[src/rtl/dp_arb_pkg.sv]
`default_nettype none
// +--------------------------------------------------------------------------+
// | Module  : dp_arb_pkg                                                      |
// | Purpose : Shared types for the datapath arbiter: op encoding, packed      |
// |           command layout, controller states, registered output bundle,   |
// |           and helpers mapping (state, command) to datapath controls.     |
// | Ports   : none (package)                                                 |
// | Rev     : 1.0  initial release                                           |
// +--------------------------------------------------------------------------+
package dp_arb_pkg;

  localparam int ADDR_W = 8;
  localparam int REG_W  = 4;
  localparam int FN_W   = 3;

  typedef enum logic [1:0] {
    OP_NOP   = 2'b00,
    OP_LOAD  = 2'b01,
    OP_STORE = 2'b10,
    OP_ALU   = 2'b11
  } op_t;

  // Bit layout: op[24:23] fn[22:20] ra[19:16] rb[15:12] rw[11:8] addr[7:0]
  typedef struct packed {
    op_t               op;
    logic [FN_W-1:0]   fn;
    logic [REG_W-1:0]  ra;
    logic [REG_W-1:0]  rb;
    logic [REG_W-1:0]  rw;
    logic [ADDR_W-1:0] addr;
  } cmd_t;

  typedef enum logic [2:0] {
    S_IDLE   = 3'd0,
    S_NOP    = 3'd1,
    S_LOAD_A = 3'd2,
    S_LOAD_B = 3'd3,
    S_STORE  = 3'd4,
    S_ALU    = 3'd5
  } state_t;

  typedef struct packed {
    logic [ADDR_W-1:0] d_addr;
    logic              d_wr;
    logic              rf_s;
    logic [REG_W-1:0]  ra_addr;
    logic [REG_W-1:0]  rb_addr;
    logic              w_en;
    logic [REG_W-1:0]  w_addr;
    logic [FN_W-1:0]   alu_s;
  } dp_out_t;

  // First execute state entered for a freshly accepted op.
  function automatic state_t op_state(op_t op);
    state_t s;
    case (op)
      OP_LOAD:  s = S_LOAD_A;
      OP_STORE: s = S_STORE;
      OP_ALU:   s = S_ALU;
      default:  s = S_NOP;
    endcase
    return s;
  endfunction

  // Datapath controls to present while sitting in state s.
  function automatic dp_out_t dp_outputs(state_t s, cmd_t c);
    dp_out_t o;
    o = '0;
    case (s)
      S_LOAD_A: begin
        o.d_addr = c.addr;
        o.rf_s   = 1'b1;
      end
      S_LOAD_B: begin
        o.d_addr = c.addr;
        o.rf_s   = 1'b1;
        o.w_en   = 1'b1;
        o.w_addr = c.rw;
      end
      S_STORE: begin
        o.d_addr  = c.addr;
        o.ra_addr = c.ra;
        o.d_wr    = 1'b1;
      end
      S_ALU: begin
        o.ra_addr = c.ra;
        o.rb_addr = c.rb;
        o.alu_s   = c.fn;
        o.w_en    = 1'b1;
        o.w_addr  = c.rw;
      end
      default: ;
    endcase
    return o;
  endfunction

  // States that are the last execute cycle of a command (carry Done).
  function automatic logic is_final(state_t s);
    return (s == S_NOP) || (s == S_LOAD_B) || (s == S_STORE) || (s == S_ALU);
  endfunction

endpackage
`default_nettype wire

[src/rtl/datapath_arbiter_if.sv]
`default_nettype none
// +--------------------------------------------------------------------------+
// | Module  : datapath_arbiter_if                                            |
// | Purpose : Bundle of requester handshake and datapath control signals.    |
// | Ports   : Req_Valid/Req_Cmd0/Req_Cmd1 (requesters -> arbiter),           |
// |           Req_Ready/Done/Busy and datapath controls (arbiter -> out).     |
// |           Modport slave = arbiter side, master = requester/datapath side.|
// | Rev     : 1.0  initial release                                           |
// +--------------------------------------------------------------------------+
interface datapath_arbiter_if;
  import dp_arb_pkg::*;

  logic [1:0]        Req_Valid;
  cmd_t              Req_Cmd0;
  cmd_t              Req_Cmd1;
  logic [1:0]        Req_Ready;
  logic [1:0]        Done;
  logic              Busy;
  logic [ADDR_W-1:0] D_Addr;
  logic              D_Wr;
  logic              RF_s;
  logic [REG_W-1:0]  RF_Ra_Addr;
  logic [REG_W-1:0]  RF_Rb_Addr;
  logic              RF_W_en;
  logic [REG_W-1:0]  RF_W_Addr;
  logic [FN_W-1:0]   ALU_s0;

  modport slave (
    input  Req_Valid, Req_Cmd0, Req_Cmd1,
    output Req_Ready, Done, Busy, D_Addr, D_Wr, RF_s,
           RF_Ra_Addr, RF_Rb_Addr, RF_W_en, RF_W_Addr, ALU_s0
  );

  modport master (
    output Req_Valid, Req_Cmd0, Req_Cmd1,
    input  Req_Ready, Done, Busy, D_Addr, D_Wr, RF_s,
           RF_Ra_Addr, RF_Rb_Addr, RF_W_en, RF_W_Addr, ALU_s0
  );

endinterface
`default_nettype wire

[src/rtl/rr_arbiter2.sv]
`default_nettype none
// +--------------------------------------------------------------------------+
// | Module  : rr_arbiter2                                                    |
// | Purpose : Two-way round-robin grant selection (combinational).           |
// | Ports   : req[1:0]   in  request vector                                  |
// |           last       in  index of requester served most recently        |
// |           grant[1:0] out one-hot grant, 00 when nothing requested        |
// | Rev     : 1.0  initial release                                           |
// +--------------------------------------------------------------------------+
module rr_arbiter2 (
  input  logic [1:0] req,
  input  logic       last,
  output logic [1:0] grant
);

  always_comb begin
    grant = 2'b00;
    case (req)
      2'b01:   grant = 2'b01;
      2'b10:   grant = 2'b10;
      // Contention: the requester not served last wins.
      2'b11:   grant = last ? 2'b01 : 2'b10;
      default: grant = 2'b00;
    endcase
  end

endmodule
`default_nettype wire

[src/rtl/datapath_arbiter.sv]
`default_nettype none
// +--------------------------------------------------------------------------+
// | Module  : datapath_arbiter                                               |
// | Purpose : Accepts commands from two requesters round-robin, latches the  |
// |           accepted command and sequences the datapath controls for       |
// |           NOP / LOAD (two cycles) / STORE / ALU.                         |
// | Ports   : Clock  in  system clock, rising edge                           |
// |           Reset  in  asynchronous active-high reset                      |
// |           bus    datapath_arbiter_if.slave (handshake + controls)        |
// | Rev     : 1.0  initial release                                           |
// +--------------------------------------------------------------------------+
module datapath_arbiter
  import dp_arb_pkg::*;
(
  input  logic                Clock,
  input  logic                Reset,
  datapath_arbiter_if.slave   bus
);

  state_t     r_state;
  logic       r_prio;    // requester favoured on contention
  logic       r_owner;   // requester whose command is in flight
  cmd_t       r_cmd;
  dp_out_t    r_out;
  logic [1:0] r_done;
  logic       r_busy;

  logic [1:0] w_grant;
  logic [1:0] w_ready;
  logic       w_last;
  logic       w_accept;
  logic       w_idx;
  cmd_t       w_cmd_in;
  state_t     w_next;

  // The arbiter takes "last served"; the favoured requester is its complement,
  // so a reset value of 0 for r_prio lets requester 0 win first.
  assign w_last = ~r_prio;

  rr_arbiter2 u_rr (
    .req   (bus.Req_Valid),
    .last  (w_last),
    .grant (w_grant)
  );

  assign w_ready  = (r_state == S_IDLE) ? w_grant : 2'b00;
  assign w_accept = |w_ready;
  assign w_idx    = w_grant[1];
  assign w_cmd_in = w_idx ? bus.Req_Cmd1 : bus.Req_Cmd0;
  assign w_next   = op_state(w_cmd_in.op);

  always_ff @(posedge Clock or posedge Reset) begin
    if (Reset) begin
      r_state <= S_IDLE;
      r_prio  <= 1'b0;
      r_owner <= 1'b0;
      r_cmd   <= '0;
      r_out   <= '0;
      r_done  <= 2'b00;
      r_busy  <= 1'b0;
    end else begin
      case (r_state)
        S_IDLE: begin
          if (w_accept) begin
            r_cmd   <= w_cmd_in;
            r_owner <= w_idx;
            r_prio  <= ~w_idx;
            r_state <= w_next;
            r_busy  <= 1'b1;
            // Outputs are registered, so load the controls of the state
            // being entered on the same edge.
            r_out   <= dp_outputs(w_next, w_cmd_in);
            r_done  <= is_final(w_next) ? (w_idx ? 2'b10 : 2'b01) : 2'b00;
          end
        end
        S_LOAD_A: begin
          r_state <= S_LOAD_B;
          r_out   <= dp_outputs(S_LOAD_B, r_cmd);
          r_done  <= r_owner ? 2'b10 : 2'b01;
        end
        default: begin
          r_state <= S_IDLE;
          r_out   <= '0;
          r_done  <= 2'b00;
          r_busy  <= 1'b0;
        end
      endcase
    end
  end

  assign bus.Req_Ready  = w_ready;
  assign bus.Done       = r_done;
  assign bus.Busy       = r_busy;
  assign bus.D_Addr     = r_out.d_addr;
  assign bus.D_Wr       = r_out.d_wr;
  assign bus.RF_s       = r_out.rf_s;
  assign bus.RF_Ra_Addr = r_out.ra_addr;
  assign bus.RF_Rb_Addr = r_out.rb_addr;
  assign bus.RF_W_en    = r_out.w_en;
  assign bus.RF_W_Addr  = r_out.w_addr;
  assign bus.ALU_s0     = r_out.alu_s;

endmodule
`default_nettype wire
[src/flat_wrapper.sv]
// flat-port wrapper written by rule: the top's interface ports become plain ports
module datapath_arbiter_flat import dp_arb_pkg::*;
  (Clock, Reset, bus_Req_Valid, bus_Req_Cmd0, bus_Req_Cmd1, bus_Req_Ready, bus_Done, bus_Busy, bus_D_Addr, bus_D_Wr, bus_RF_s, bus_RF_Ra_Addr, bus_RF_Rb_Addr, bus_RF_W_en, bus_RF_W_Addr, bus_ALU_s0);
  datapath_arbiter_if bus_i ();
  input  logic Clock;
  input  logic Reset;
  input wire logic [$bits(bus_i.Req_Valid)-1:0] bus_Req_Valid;
  input wire logic [$bits(bus_i.Req_Cmd0)-1:0] bus_Req_Cmd0;
  input wire logic [$bits(bus_i.Req_Cmd1)-1:0] bus_Req_Cmd1;
  output wire logic [$bits(bus_i.Req_Ready)-1:0] bus_Req_Ready;
  output wire logic [$bits(bus_i.Done)-1:0] bus_Done;
  output wire logic [$bits(bus_i.Busy)-1:0] bus_Busy;
  output wire logic [$bits(bus_i.D_Addr)-1:0] bus_D_Addr;
  output wire logic [$bits(bus_i.D_Wr)-1:0] bus_D_Wr;
  output wire logic [$bits(bus_i.RF_s)-1:0] bus_RF_s;
  output wire logic [$bits(bus_i.RF_Ra_Addr)-1:0] bus_RF_Ra_Addr;
  output wire logic [$bits(bus_i.RF_Rb_Addr)-1:0] bus_RF_Rb_Addr;
  output wire logic [$bits(bus_i.RF_W_en)-1:0] bus_RF_W_en;
  output wire logic [$bits(bus_i.RF_W_Addr)-1:0] bus_RF_W_Addr;
  output wire logic [$bits(bus_i.ALU_s0)-1:0] bus_ALU_s0;
  assign bus_i.Req_Valid = bus_Req_Valid;
  assign bus_i.Req_Cmd0 = bus_Req_Cmd0;
  assign bus_i.Req_Cmd1 = bus_Req_Cmd1;
  assign bus_Req_Ready = bus_i.Req_Ready;
  assign bus_Done = bus_i.Done;
  assign bus_Busy = bus_i.Busy;
  assign bus_D_Addr = bus_i.D_Addr;
  assign bus_D_Wr = bus_i.D_Wr;
  assign bus_RF_s = bus_i.RF_s;
  assign bus_RF_Ra_Addr = bus_i.RF_Ra_Addr;
  assign bus_RF_Rb_Addr = bus_i.RF_Rb_Addr;
  assign bus_RF_W_en = bus_i.RF_W_en;
  assign bus_RF_W_Addr = bus_i.RF_W_Addr;
  assign bus_ALU_s0 = bus_i.ALU_s0;
  datapath_arbiter u_core (.Clock(Clock), .Reset(Reset), .bus(bus_i));
endmodule
[config.mk]
export PLATFORM = sky130hd
export DESIGN_NAME = datapath_arbiter_flat
export DESIGN_NICKNAME = d
export VERILOG_FILES = /design/src/rtl/dp_arb_pkg.sv /design/src/rtl/datapath_arbiter_if.sv /design/src/rtl/rr_arbiter2.sv /design/src/rtl/datapath_arbiter.sv /design/src/flat_wrapper.sv
export SDC_FILE = /design/constraint.sdc
export NUM_CORES = 1
export LEC_CHECK = 0
export ABC_AREA = 1
export CELL_PAD_IN_SITES_DETAIL_PLACEMENT = 0
export CELL_PAD_IN_SITES_GLOBAL_PLACEMENT = 2
export CORE_UTILIZATION = 24
export CTS_CLUSTER_DIAMETER = 50
export CTS_CLUSTER_SIZE = 30
export DETAILED_ROUTE_END_ITERATION = 7
export PLACE_DENSITY = 0.84
export RECOVER_POWER = 50
export SETUP_SLACK_MARGIN = 0.3
export SLEW_MARGIN = 20
export SYNTH_ARGS = -nofsm -noshare
export SYNTH_HDL_FRONTEND = slang
export SYNTH_HIERARCHICAL = 1
export SYNTH_SLANG_ARGS = --single-unit
[constraint.sdc]
create_clock -name Clock -period 2.63 [get_ports Clock]
set_input_delay 0.3945 -clock Clock [delete_from_list [all_inputs] [get_ports Clock]]
set_output_delay 0.3945 -clock Clock [all_outputs]
set_load 0.005 [all_outputs]
==> metrics.md, run 1 <==
| Metric | Value |
|---|---|
| Outcome | `completed` |
| CTS clk-pin slew, worst paths | `0.09 ns` |
| Final-report max-slew violation count | `0` |
| Num CTS Buffers | `5` |
| Initial antenna violation count | `0` |
| FMAX | `440.1 MHz` |
| Post-synth EDFFs | `0` |
| Max clock buf depth | `2` |
| CTS tree | `yes` |
| Row cnt | `36` |
| Largest net degree at the start of global routing | `35` |
| Grt ovf | `0` |
| CP max-delay cell | `dlygate4sd3_1` |
| Yosys warning count | `6` |
| 1st-iter DRT viols | `120` |
| Worst hold path class | `reg -> reg` |
| Clock sinks | `45` |
| Most frequent cells in the layout | `nand2_1, clkdlybuf4s50_1, dfrtp_1` |
| Residual DRC | `0` |
| Vias in the first global route | `2312` |
| Crit end category | `primary output` |
| Yosys reg bits | `45` |
| Sequential area share after synthesis | `46.44%` |
| Post-synth top flop | `dfrtp_1` |
| Via density per instance | `4.093` |
| Post-route ant nets | `0` |
| Lkg Pwr | `0.001899 uW` |
| Cell variety after synth | `23` |
| DP Cell Count | `552` |
| First-pass GRT wire length | `11090 um` |
| Cell Chain, Critical Path | `dlygate4sd3_1, inv_1, a21oi_4, inv_4, nor2_4, clkdlybuf4s50_1` |
| Share of synthesized registers carrying an async set or reset | `100.0%` |
| WL final | `6864 um` |
| Crit path max fanout | `3` |
| Avg WL per Cell | `12.26 um` |
| CP Class | `in -> out` |
| Drt pass-1 iters | `4` |
| Share of cells above drive strength 1 | `7.260%` |
| Critical Path AT | `1.88 ns` |
| Root buf cell | `clkbuf_8` |
| Placed wire-length estimate | `4985 um` |
| Worst-Skew Late Latency | `0.29 ns` |
| H-Tree Level Count | `2` |
| IO Port Bufs | `84` |
| Antenna fix cells | `0` |
| Post-layout total power | `3112 uW` |
| Initial Util | `24.81%` |
| GRT Util Overall | `13.75%` |
| Setup violations, final | `0` |
| WP buf/inv | `4` |
| Synthesized cell area | `0.002425 sq mm` |
| Net Count, Synth | `395` |
| Vias | `2292` |
| Worst path top cell family by delay | `buffers and inverters` |
| Core ar. | `0.009774 sq mm` |
| Top-level port count | `85` |
| Min Tclk post-route | `2.272 ns` |
| Slowest stage delay, CP | `0.54 ns` |
| Final worst path period share | `86.40%` |
| Die area | `0.01051 sq mm` |
| Startpoint class of the critical path | `primary input` |
| Slew HR | `10.31%` |
| Area contributors post-synth | `dfrtp_1, nand2_1, nand3_1` |
| Setup TNS | `0 ns` |
| Final Non-Filler Cells | `560` |
| RSZ-0062 raised after global routing | `yes` |
| Crit path required time | `2.24 ns` |
| DIE HEIGHT | `102.5 um` |
| Avg Inst Size Synth | `7.195 sq um` |
| Peak supply drop | `0.0003034 V` |
| Tightest Pin Transition | `1.344 ns` |
| Setup Buffers After CTS | `0` |
| Setup Skew | `0.01025 ns` |
| Area Growth Syn to Fin | `45.36%` |
| # nets final | `484` |
| Most common cell after layout, fill and taps aside | `nand2_1` |
| Hold Fails Final Rpt | `0` |
| Die X | `102.5 um` |
| Fin util | `36.06%` |
| Max Cap Viol | `0` |
| Syn Inst Count | `337` |
| Top-area cell type share of the netlist area | `46.44%` |
| Power per cell area | `882.9 mW/mm^2` |
| RD Place Congestion | `0.7511` |
| Area leader, netlist | `dfrtp_1` |
## worst paths after layout
check | startpoint | to | slack (ns) | depth (start not counted)
hold reg to reg | u_core/bus.RF_W_Addr[1] | u_core/bus.RF_W_Addr[1] | 0.48 | 2
hold / removal | u_core/bus.RF_W_Addr[1] | u_core/bus.RF_W_Addr[1] | 0.48 | 2
setup / recovery | bus_Req_Valid[1] | bus_Req_Ready[1] | 0.36 | 6
min in group asynchronous | Reset | u_core/bus.RF_W_en | 0.92 | 2
setup reg to reg | u_core/r_prio | u_core/bus.D_Addr[7] | 0.66 | 13
max in group asynchronous | Reset | u_core/bus.RF_Rb_Addr[2] | 0.53 | 3
## cell usage after synthesis (2+ instances only)
master and n:
ha_1 4, buf_4 4, nand2_1 198, nand3_1 20
dfrtp_1 45, inv_4 2, inv_2 2, nor2_1 5
buf_6 4, o21ai_0 13, buf_2 3, inv_1 26
## area by class of cell
cell class	instances	area (sq um)
timing repair buffer	94	917.1
multi-input combinational	250	1101
fill	1080	6250
clock inverter	2	13.76
inverter	30	117.6
clock buffer	6	82.58
tap	133	166.4
sequential	45	1126
## cell families after synthesis
logic type      count (synthesis)  synth area share, %
simple gates                  229                38.70
flops                          45                46.44
buf+inv                        42                8.720
compound gates                 17                4.076
fa+ha+maj                       4                2.064
## per-layer routing
| metal | wire length (um) | GRT usage, % | part of all wire (%) |
|---|---|---|---|
| met1 | 3178 | 17.76 | 46 |
| met2 | 3242 | 23.69 | 47 |
| met3 | 406 | 2.780 | 5.9 |
| met4 | 37 | 2.967 | 0.54 |
| met5 | 0 | 0 | 0 |
## per-stage QoR
stage / cell area [sq um] / setup WS, ns / hold slack, ns
final: 3525 / 0.3578 / 0.4763
after global routing: 3525 / 0.1503 / 0.5052
after CTS: 3518 / 0.3079 / 0.4871
after detailed placement: 3417 / 0.05822 / 0.4651
after global placement: 3417 / 0.08295 / 0.4621
after floorplan: 2425 / 0.6388 / 0.4492
## tightest hold or removal path: cells and delay by family, from the launching register on
| family | cells | cell delay, ns |
|---|---|---|
| flops | 1 | 0.35 |
| simple gates | 2 | 0.10 |
## power by group
group / switching (uW) / internal [uW] / leakage, uW
logic: 817 / 666 / 0.00126
clock network: 244 / 213 / 0.0000512
registers: 184 / 987 / 0.000587
## registers in the layout, indices dropped and copies added (netlist names), 2 cells and up
register               flops
u_core/bus.ALU_s0          3
u_core/bus.D_Addr          8
u_core/bus.Done            2
u_core/bus.RF_Ra_Addr      4
u_core/bus.RF_Rb_Addr      4
u_core/bus.RF_W_Addr       4
u_core/r_cmd              12
u_core/r_state             2
## timing repair
| action | CTS | global route |
|---|---|---|
| pin swaps | 0 | 1 |
| resized for setup | 2 | 8 |
| hold buffers | 0 | 0 |
| endpoints found under the setup margin | 2 | 22 |
Note: power is estimated with default switching activity, not from simulation.
==> run 2, diff against run 1 <==
--- a/config.mk
+++ b/config.mk
@@ -6,6 +6,7 @@
 export NUM_CORES = 1
 export LEC_CHECK = 0
 export ABC_AREA = 1
+export ABC_CLOCK_PERIOD_IN_PS = 2630
 export CELL_PAD_IN_SITES_DETAIL_PLACEMENT = 0
 export CELL_PAD_IN_SITES_GLOBAL_PLACEMENT = 2
 export CORE_UTILIZATION = 24
@@ -15,6 +16,7 @@
 export PLACE_DENSITY = 0.84
 export RECOVER_POWER = 50
 export SETUP_SLACK_MARGIN = 0.3
+export SKIP_LAST_GASP = 1
 export SLEW_MARGIN = 20
 export SYNTH_ARGS = -nofsm -noshare
 export SYNTH_HDL_FRONTEND = slang
==> results of run 2 <==
Final layout, timing and power as in run 1 (identical DEF).
==> run 3, diff against run 2 <==
--- a/config.mk
+++ b/config.mk
@@ -9,16 +9,16 @@
 export ABC_CLOCK_PERIOD_IN_PS = 2630
 export CELL_PAD_IN_SITES_DETAIL_PLACEMENT = 0
 export CELL_PAD_IN_SITES_GLOBAL_PLACEMENT = 2
+export CORE_MARGIN = 2
 export CORE_UTILIZATION = 24
 export CTS_CLUSTER_DIAMETER = 50
 export CTS_CLUSTER_SIZE = 30
 export DETAILED_ROUTE_END_ITERATION = 7
-export PLACE_DENSITY = 0.84
+export PLACE_DENSITY = 0.82
 export RECOVER_POWER = 50
 export SETUP_SLACK_MARGIN = 0.3
 export SKIP_LAST_GASP = 1
 export SLEW_MARGIN = 20
 export SYNTH_ARGS = -nofsm -noshare
 export SYNTH_HDL_FRONTEND = slang
-export SYNTH_HIERARCHICAL = 1
 export SYNTH_SLANG_ARGS = --single-unit
==> metrics.md, run 3 <==
| Metric | Value |
|---|---|
| Outcome | `completed` |
| IO Port Bufs | `84` |
| CP Class | `in -> out` |
| FMAX | `429.9 MHz` |
| Setup violations, final | `0` |
| Setup Skew | `0.005331 ns` |
| GRT Util Overall | `13.22%` |
| Initial antenna violation count | `0` |
| Die X | `106.5 um` |
| Placed wire-length estimate | `5310 um` |
| Die area | `0.01135 sq mm` |
| Via density per instance | `4.211` |
| Area Growth Syn to Fin | `41.94%` |
| Post-CTS Hold Buffers | `0` |
| Worst-Skew Late Latency | `0.29 ns` |
| Residual DRC | `0` |
| Avg Inst Size Synth | `7.294 sq um` |
| Row cnt | `37` |
| Post-synth top flop | `dfrtp_1` |
| DP Cell Count | `563` |
| Antenna fix cells | `0` |
| Net Count, Synth | `404` |
| Most frequent cells in the layout | `nand2_1, clkdlybuf4s50_1, dfrtp_1` |
| # nets final | `492` |
| Largest register FFs | `12` |
| Vias in the first global route | `2392` |
| Final-report max-slew violation count | `0` |
| Tightest Pin Transition | `0.8980 ns` |
| Worst hold margin | `0.4774 ns` |
| Startpoint class of the critical path | `primary input` |
| Worst hold path class | `reg -> reg` |
| Biggest register | `u_core.r_cmd` |
| Clock sinks | `46` |
| Synthesized cell area | `0.002524 sq mm` |
| Crit path required time | `2.24 ns` |
| Setup Buffers After CTS | `0` |
| Cell Area, Placed | `0.003513 sq mm` |
| R2R Setup Slk | `0.58 ns` |
| Slew HR | `40.07%` |
| Area leader, netlist | `dfrtp_1` |
| Commonest cells post-synth | `nand2_1, dfrtp_1, inv_1` |
| Syn Inst Count | `346` |
| Hold Fails Final Rpt | `0` |
| Cells on worst reg2reg path | `13` |
| Reg2Reg Launch Point | `u_core.r_prio` |
| Final worst path period share | `88.45%` |
| Power per cell area | `807.5 mW/mm^2` |
| Yosys reg bits | `46` |
| Hold endpoint | `u_core.bus.RF_W_Addr[1]` |
| Crit end category | `primary output` |
| Seq. cell area | `0.001151 sq mm` |
| Cell Chain, Critical Path | `dlygate4sd3_1, buf_6, nand2_1, nand3_1, inv_1, clkdlybuf4s50_1` |
| Min Tclk post-route | `2.326 ns` |
| Most common cell after layout, fill and taps aside | `nand2_1` |
| RD Place Congestion | `0.8390` |
| Yosys warning count | `0` |
| Core ar. | `0.01028 sq mm` |
| Cell area after layout | `0.003582 sq mm` |
| Gr busiest metal | `met2` |
| Share of cells above drive strength 1 | `7.604%` |
| Avg WL per Cell | `12.95 um` |
| Max clock buf depth | `2` |
| M1 GR Usage | `17.76%` |
| Initial Util | `24.56%` |
| Grt ovf | `0` |
| 1st-iter DRT viols | `101` |
| Post-route ant nets | `0` |
| DIE HEIGHT | `106.5 um` |
| WL final | `7382 um` |
| Share of synthesized registers carrying an async set or reset | `100.0%` |
| Top-area cell type share of the netlist area | `45.61%` |
| CTS tree | `yes` |
| Met3 Usage GRT | `2.146%` |
| Worst R2R End | `u_core.bus.D_Addr[1]` |
| Area contributors post-synth | `dfrtp_1, nand2_1, nand3_1` |
| Hold path start | `u_core.bus.RF_W_Addr[1]` |
| Hold path cells | `2` |
| CP max-delay cell | `dlygate4sd3_1` |
| Most frequent cell after synthesis | `nand2_1` |
| Crit path max fanout | `16` |
| Slowest stage delay, CP | `0.60 ns` |
| RSZ-0062 raised after global routing | `no` |
| Critical Path AT | `1.93 ns` |
| Vias | `2400` |
| Cell variety after synth | `25` |
| Drt pass-1 iters | `4` |
| M2 GR Usage | `22.30%` |
| Max Cap Viol | `0` |
| # fillers | `1119` |
| First-pass GRT wire length | `11870 um` |
| Multi-input logic area | `0.001107 sq mm` |
| Root buf cell | `clkbuf_8` |
| Sequential area share after synthesis | `45.61%` |
| Post-synth EDFFs | `0` |
| Lkg Pwr | `0.001870 uW` |
| Peak supply drop | `0.0004572 V` |
| Final Non-Filler Cells | `570` |
| Setup TNS | `0 ns` |
| Largest net degree at the start of global routing | `30` |
| H-Tree Level Count | `2` |
| CTS clk-pin slew, worst paths | `0.08 ns` |
| Num CTS Buffers | `5` |
| Top-level port count | `85` |
[run 3: cell types whose count changed after synthesis, sizes merged]
cell / change
a31oi: +1
buf: +5
clkbuf: -1
dfrtp: +1
inv: +8
nand2: -27
nand3: +8
nand3b: +8
nand4: -1
nor2: +2
o21ai: +5
o22ai: +1
or2: -1
[run 3: what timing repair did]
item / 4_1_cts / 5_1_grt
hold endpoints to repair: 0 / 0
endpoints found under the setup margin: 0 / 1
gates resized for setup: 0 / 1
[run 3: layout make-up]
cell class / count / area share [%]
well taps: 136 / 4.750
repair buffers: 97 / 26.09
flip-flops and latches: 46 / 32.13
clock buffers: 7 / 2.131
multi-input cells: 246 / 30.91
inverters: 38 / 3.982
[run 3: logic make-up (layout without fill, tap and decap cells)]
| kind of cell | count (synthesis) | after routing | share of synthesized area, % |
|---|---|---|---|
| buf+inv | 54 | 142 | 10.36 |
| flops | 46 | 46 | 45.61 |
| simple gates | 218 | 218 | 36.94 |
| fa+ha+maj | 4 | 4 | 1.983 |
| compound gates | 24 | 24 | 5.107 |
[run 3: layer usage]
layer / vias to the layer above / part of all wire [%]
li1: 1232 / -
met1: 1098 / 47
met2: 66 / 48
met3: 4 / 5.0
met4: 0 / 0.43
met5: - / 0
[run 3: power by group]
part / leakage (uW) / switching (uW) / internal (uW)
Clock: 0.0000383 / 228 / 184
Combinational: 0.00124 / 765 / 605
Sequential: 0.000596 / 139 / 972
Total: 0.00187 / 1130 / 1760
[run 3: worst max-delay path by stage]
stage	start	to	slack [ns]	cells after the start
floorplan	bus_Req_Valid[1]	u_core.bus.D_Addr[6]	0.74	13
global placement	bus_Req_Valid[0]	u_core.bus.D_Addr[7]	0.24	13
detailed placement	bus_Req_Valid[0]	u_core.bus.D_Addr[6]	0.18	13
CTS	bus_Req_Valid[1]	bus_Req_Ready[0]	0.34	6
global route	bus_Req_Valid[1]	bus_Req_Ready[0]	0.23	6
finish	bus_Req_Valid[1]	bus_Req_Ready[0]	0.30	6
[run 3: critical path, delay by kind of cell]
family | cells | cell delay, ns
buffers and inverters | 4 | 1.37
and+or+nand+nor | 2 | 0.16
[run 3: through the flow]
step / power, uW / util, % / setup WS (ns)
6_report: 2893 / 34.86 / 0.3037
3_3_place_gp: 2504 / 34.19 / 0.2430
3_5_place_dp: 2525 / 34.19 / 0.1826
2_1_floorplan: 1906 / - / 0.7352
4_1_cts: 2951 / 34.93 / 0.3398
5_1_grt: 3157 / 34.86 / 0.2279
